<file path="src/rtl/ula_md.sv">
// ula_md: iterative RV32M multiply/divide unit for the execute stage.
//
// Handshake: start is sampled only when the unit is idle or finishing
// (IDLE or DONE). The accepting edge latches operands and funct3. busy is
// high while an operation is in flight (CALC, FIX). done is a one-cycle
// pulse in the cycle data_out first shows the new result. start while busy
// is dropped, not queued. flush aborts an in-flight operation without a done
// pulse and also cancels a same-edge start.
//
// Ports:
//   clk        rising-edge clock
//   rst_n      asynchronous active-low reset
//   start      operation request
//   flush      pipeline kill of the in-flight operation
//   select_md  funct3 (MUL, MULH, MULHSU, MULHU, DIV, DIVU, REM, REMU)
//   data1_in   rs1 (multiplicand / dividend)
//   data2_in   rs2 (multiplier / divisor)
//   data_out   result register, held until the next completion
//   busy       operation in flight
//   done       one-cycle completion pulse
//   zero       data_out == 0
module ula_md #(
  parameter int WIDTH = 32,
  localparam int CNT_W = $clog2(WIDTH) + 1
) (
  input  logic             clk,
  input  logic             rst_n,
  input  logic             start,
  input  logic             flush,
  input  logic [2:0]       select_md,
  input  logic [WIDTH-1:0] data1_in,
  input  logic [WIDTH-1:0] data2_in,
  output logic [WIDTH-1:0] data_out,
  output logic             busy,
  output logic             done,
  output logic             zero
);

  typedef enum logic [1:0] {
    S_IDLE = 2'd0,
    S_CALC = 2'd1,
    S_FIX  = 2'd2,
    S_DONE = 2'd3
  } state_t;

  localparam logic [WIDTH-1:0] MIN_NEG = {1'b1, {(WIDTH-1){1'b0}}};

  state_t state, state_next;

  // Latched operation context
  logic [2:0]         op_q;
  logic               neg_res;   // product / quotient must be negated
  logic               neg_rem;   // remainder takes the dividend's sign
  logic [CNT_W-1:0]   cnt;
  logic [WIDTH-1:0]   opb;       // multiplicand (mul) or divisor (div)
  // Low half holds the multiplier (mul) or the dividend shifting out while
  // quotient bits shift in (div); the full register is the 2*WIDTH product.
  logic [2*WIDTH-1:0] prod;
  logic [WIDTH-1:0]   rem;

  // Decode of the request presented on the inputs
  logic             accept;
  logic             is_div_in, s1_in, s2_in, neg1, neg2;
  logic [WIDTH-1:0] abs1, abs2;
  logic             div_zero, div_ovf, special;
  logic [WIDTH-1:0] special_val;

  // Iteration datapath
  logic [WIDTH:0]   mul_sum;
  logic [WIDTH:0]   div_shift, div_diff;

  // Sign fix-up
  logic [2*WIDTH-1:0] prod_s;
  logic [WIDTH-1:0]   quo_s, rem_s, fix_result;

  assign accept = ((state == S_IDLE) || (state == S_DONE)) && start && !flush;

  always_comb begin
    is_div_in = select_md[2];
    if (is_div_in) begin
      s1_in = ~select_md[0];
      s2_in = ~select_md[0];
    end else begin
      s1_in = (select_md[1:0] == 2'b01) || (select_md[1:0] == 2'b10);
      s2_in = (select_md[1:0] == 2'b01);
    end
    neg1 = s1_in & data1_in[WIDTH-1];
    neg2 = s2_in & data2_in[WIDTH-1];
    abs1 = neg1 ? (~data1_in + 1'b1) : data1_in;
    abs2 = neg2 ? (~data2_in + 1'b1) : data2_in;

    div_zero = is_div_in && (data2_in == '0);
    div_ovf  = is_div_in && !select_md[0] && (data1_in == MIN_NEG) && (data2_in == '1);
    special  = div_zero || div_ovf;

    special_val = '1;
    if (div_zero) begin
      special_val = select_md[1] ? data1_in : '1;
    end else if (div_ovf) begin
      special_val = select_md[1] ? '0 : data1_in;
    end
  end

  // One radix-2 multiply step and one restoring divide step. The divide
  // forms the WIDTH+1-bit partial remainder from rem and the next dividend
  // bit; its sign bit after the trial subtract decides restore vs keep.
  always_comb begin
    mul_sum   = {1'b0, prod[2*WIDTH-1:WIDTH]} + (prod[0] ? {1'b0, opb} : '0);
    div_shift = {rem, prod[WIDTH-1]};
    div_diff  = div_shift - {1'b0, opb};
  end

  always_comb begin
    prod_s = neg_res ? (~prod + 1'b1) : prod;
    quo_s  = neg_res ? (~prod[WIDTH-1:0] + 1'b1) : prod[WIDTH-1:0];
    rem_s  = neg_rem ? (~rem + 1'b1) : rem;
    fix_result = '0;
    case (op_q)
      3'b000:                 fix_result = prod_s[WIDTH-1:0];
      3'b001, 3'b010, 3'b011: fix_result = prod_s[2*WIDTH-1:WIDTH];
      3'b100, 3'b101:         fix_result = quo_s;
      default:                fix_result = rem_s;
    endcase
  end

  // FSM: state register
  always_ff @(posedge clk or negedge rst_n) begin
    if (!rst_n) state <= S_IDLE;
    else        state <= state_next;
  end

  // FSM: next state
  always_comb begin
    state_next = state;
    case (state)
      S_IDLE, S_DONE: begin
        if (accept) state_next = special ? S_DONE : S_CALC;
        else        state_next = S_IDLE;
      end
      S_CALC: begin
        if (flush)                         state_next = S_IDLE;
        else if (cnt == CNT_W'(1))         state_next = S_FIX;
      end
      S_FIX: state_next = flush ? S_IDLE : S_DONE;
      default: state_next = S_IDLE;
    endcase
  end

  // FSM: outputs
  always_comb begin
    busy = (state == S_CALC) || (state == S_FIX);
    done = (state == S_DONE);
  end

  assign zero = (data_out == '0);

  // Datapath
  always_ff @(posedge clk or negedge rst_n) begin
    if (!rst_n) begin
      op_q     <= '0;
      neg_res  <= 1'b0;
      neg_rem  <= 1'b0;
      cnt      <= '0;
      opb      <= '0;
      prod     <= '0;
      rem      <= '0;
      data_out <= '0;
    end else if (accept) begin
      op_q    <= select_md;
      neg_res <= neg1 ^ neg2;
      neg_rem <= neg1;
      cnt     <= CNT_W'(WIDTH);
      rem     <= '0;
      if (is_div_in) begin
        prod <= {{WIDTH{1'b0}}, abs1};
        opb  <= abs2;
      end else begin
        prod <= {{WIDTH{1'b0}}, abs2};
        opb  <= abs1;
      end
      if (special) data_out <= special_val;
    end else if ((state == S_CALC) && !flush) begin
      cnt <= cnt - 1'b1;
      if (op_q[2]) begin
        rem                <= div_diff[WIDTH] ? div_shift[WIDTH-1:0] : div_diff[WIDTH-1:0];
        prod[WIDTH-1:0]    <= {prod[WIDTH-2:0], ~div_diff[WIDTH]};
      end else begin
        prod <= {mul_sum, prod[WIDTH-1:1]};
      end
    end else if ((state == S_FIX) && !flush) begin
      data_out <= fix_result;
    end
  end

endmodule

</file>
<file path="config.mk">
export PLATFORM = sky130hd
export DESIGN_NAME = ula_md
export DESIGN_NICKNAME = d
export VERILOG_FILES = /design/src/rtl/ula_md.sv
export SDC_FILE = /design/constraint.sdc
export NUM_CORES = 1
export LEC_CHECK = 0
export BUFFER_PORTS_ARGS = -buffer_cell sky130_fd_sc_hd__clkbuf_2
export CORE_ASPECT_RATIO = 0.5
export CORE_UTILIZATION = 25
export CTS_CLUSTER_SIZE = 40
export DETAILED_ROUTE_END_ITERATION = 8
export PLACE_DENSITY = 0.39
export SYNTH_ARGS = -nofsm -noshare
export SYNTH_HDL_FRONTEND = slang
export SYNTH_SLANG_ARGS = --single-unit
</file>
<file path="constraint.sdc">
create_clock -name clk -period 4.4 [get_ports clk]
set_clock_uncertainty 0.05 [all_clocks]
set_input_delay 0.88 -clock clk [delete_from_list [all_inputs] [get_ports clk]]
set_output_delay 0.88 -clock clk [all_outputs]
set_load 0.03 [all_outputs]
</file>
==> flow_metrics.tcl <==
set metrics [dict create \
    max_freq_mhz 262 \
    pre_cts_ws_ns 0.529 \
    wl_per_cell_um 24.8 \
    synth_top_cell_by_area "dfrtp_1" \
    synth.area.mux_share_pct 3.98 \
    grtUsageTotal_pct 22.8 \
    hold_viol_final 0 \
    setup_viol 0 \
    period_share_pct 86.8 \
    worst_slew_margin_rel_pct 38.4 \
    grt_max_degree 75 \
    grt_pass1_vias 15700 \
    yosysMostFrequentCell "nand2_1" \
    n_fill_cell 7138 \
    initial_core_util_pct 25.3 \
    tightest_slew_ns 0.921 \
    first_iter_violations 1669 \
    synth_compound_area_share_pct 27.6 \
    crit_arrival_ns 4.18 \
    r2r_slack_ns 0.58 \
    grt_pass1_wl_um 111000 \
    grt_setup_unrepaired "false" \
    cp_data_required_time_ns 4.76 \
    first_pass_iters 6 \
    ir_worst_vdd_mv 0.306 \
    synthToLayoutAreaGrowth_pct 13.7 \
    synth-seq-cells 173 \
    antenna_left 0 \
    synthFlopType "dfrtp_1" \
    syn_inst 2127 \
    maxCapViolations 0 \
    die_h_um 183 \
    slew_violations 0 \
    power_leakage_uw 0.00779 \
    hold_buffers 0 \
    cp-startpoint "prod[31]$_DFFE_PN0P_" \
    core-area_um2 65000 \
    cts_post_setup_buffers_inserted 0 \
    drt_wl_total_um 76500 \
    die_x_um 365 \
    crit_path_max_fanout 9 \
    vias 16800 \
    drive_above_1_share_pct 11.0 \
    setup_tns_ns 0 \
    status "finished clean" \
    synth-async-reset-ratio_pct 100 \
    die_area_um2 66800 \
    synth_fa_ha_area_share_pct 7.05 \
    rows 66 \
    synth_cell_types 82 \
    yosysTopAreaCellShare_pct 26.3 \
    yosys_warnings 0 \
    cts_sinks 173 \
    cp-start-kind "flip-flop" \
    synth_top_family_by_area "compound AO/OA/AOI/OAI gates" \
    syn_area_um2 16400 \
    r2r_cells 9 \
    avgSynthCellArea_um2 7.73 \
    timing.rr.start "prod[31]$_DFFE_PN0P_" \
    route.detailed.drc 0 \
    cts_tree "yes" \
    grt_overflow 0 \
    path_class "reg2reg" \
    seq_area_frac_synth_pct 26.3 \
    p_per_area_nw_per_um2 546 \
    endpoint_kind "flip-flop" \
    setup_ws_ns 0.580 \
    htree_levels 4 \
    gp_congestion 0.917 \
    synth_edf_count 0 \
    synth_common_cells "nand2_1, o21ai_0, nor2_1" \
    insertion_delay_ns 0.49 \
    hp-class "in2async" \
    fin_crit_ns 3.82 \
    numCtsBuffers 17 \
    dp_hpwl_um 60600 \
    r2r-end "data_out[21]$_DFFE_PN0P_" \
    synth_nets 2275 \
    clk_pin_slew_ns 0.07 \
    synth-simple-area-share_pct 20.3 \
    clk_path_buf_depth 2 \
    synthXorXnorAreaFrac_pct 9.75 \
    cts_repair_resize_count 0 \
    nets 2334 \
    numPortBuffers 105 \
    grt_antenna_before_repair 7 \
    critPathCapture "data_out[21]$_DFFE_PN0P_" \
    root_buffer "clkbuf_16" \
    pin_count 106 \
    yosys-top-cells-area "dfrtp_1, o21ai_0, ha_1" \
    via_per_inst 5.44 \
]
## flip-flops by register name (all words and copies together) (netlist names)
signal / cells
data_out: 32
prod: 64
state: 2
cnt: 6
neg_res: 1
neg_rem: 1
rem: 32
opb: 32
op_q: 3
## how the worst min path moves through the flow
stage,to,slack (ns),start,cells past startpoint
final,rem[25]$_DFFE_PN0P_,0.34,rst_n,1
after global routing,rem[25]$_DFFE_PN0P_,0.40,rst_n,1
after CTS,rem[25]$_DFFE_PN0P_,0.38,rst_n,1
after detailed placement,opb[10]$_DFFE_PN0P_,0.42,opb[10]$_DFFE_PN0P_,2
after global placement,opb[10]$_DFFE_PN0P_,0.42,opb[10]$_DFFE_PN0P_,2
after floorplan,opb[10]$_DFFE_PN0P_,0.40,opb[10]$_DFFE_PN0P_,2
## layout make-up
cell class	count	area, um2	share of cell area, %
multi-input combinational	1753	11300	60.5
sequential	173	4330	23.2
inverter	70	263	1.41
timing repair buffer	171	1070	5.72
clock inverter	12	159	0.850
tap	884	1110	5.92
clock buffer	19	443	2.37
antenna	3	7.51	0.0402
## per-layer routing
| layer | vias up | GRT usage (%) | part of all wire [%] |
|---|---|---|---|
| li1 | 7952 | - | - |
| met1 | 8265 | 34.5 | 50 |
| met2 | 500 | 33.8 | 43 |
| met3 | 61 | 3.62 | 5.7 |
| met4 | 2 | 4.42 | 1.4 |
| met5 | - | 0 | 0.017 |
## cells in the final DEF (no fill, tap or decap), drive strengths merged, types with 22 or more instances in the layout
| cell type | instances |
|---|---|
| a211oi | 25 |
| a21o | 38 |
| a21oi | 149 |
| buf | 67 |
| clkbuf | 123 |
| dfrtp | 173 |
| ha | 75 |
| inv | 72 |
| mux2i | 62 |
| nand2 | 243 |
| nand3 | 22 |
| nand4 | 27 |
| nor2 | 183 |
| nor3 | 61 |
| nor4 | 29 |
| o211ai | 62 |
| o21ai | 224 |
| o31ai | 46 |
| o41ai | 22 |
| or3 | 33 |
| or4 | 22 |
| xnor2 | 98 |
| xor2 | 85 |
## through the flow
| stage | util [%] | cells | total power [uW] | hold slack [ns] | cell area (um2) |
|---|---|---|---|---|---|
| floorplan | - | 2127 | 6130 | 0.400 | 16400 |
| global placement | 27.8 | 3051 | 8460 | 0.415 | 18100 |
| detailed placement | 27.8 | 3051 | 8410 | 0.422 | 18100 |
| CTS | 28.8 | 3082 | 10100 | 0.382 | 18700 |
| global route | 28.8 | 3082 | 10800 | 0.403 | 18700 |
| finish | 28.8 | 3085 | 10200 | 0.343 | 18700 |
## critical path, stage by stage, from the launching register on
cell and delay (ns):
dfrtp_1 0.44, buf_4 0.21, or4_1 0.42, nor3_1 0.61, nand2_1 0.45, o41ai_1 0.62, xor2_1 0.15, o221ai_1 0.45
o21ai_0 0.16, o21ai_0 0.17
## power breakdown
part           switching [uW]  internal [uW]
logic                    3760           1900
clock network             779            912
registers                 790           2060
## logic make-up after synthesis
group	Yosys count
AO/OA/AOI/OAI	710
multiplexers	65
adder cells (fa/ha/maj)	95
XOR/XNOR	183
buffers and inverters	201
flip-flops	173
AND/OR/NAND/NOR	700
No activity file was read; power rests on OpenSTA's default activity.
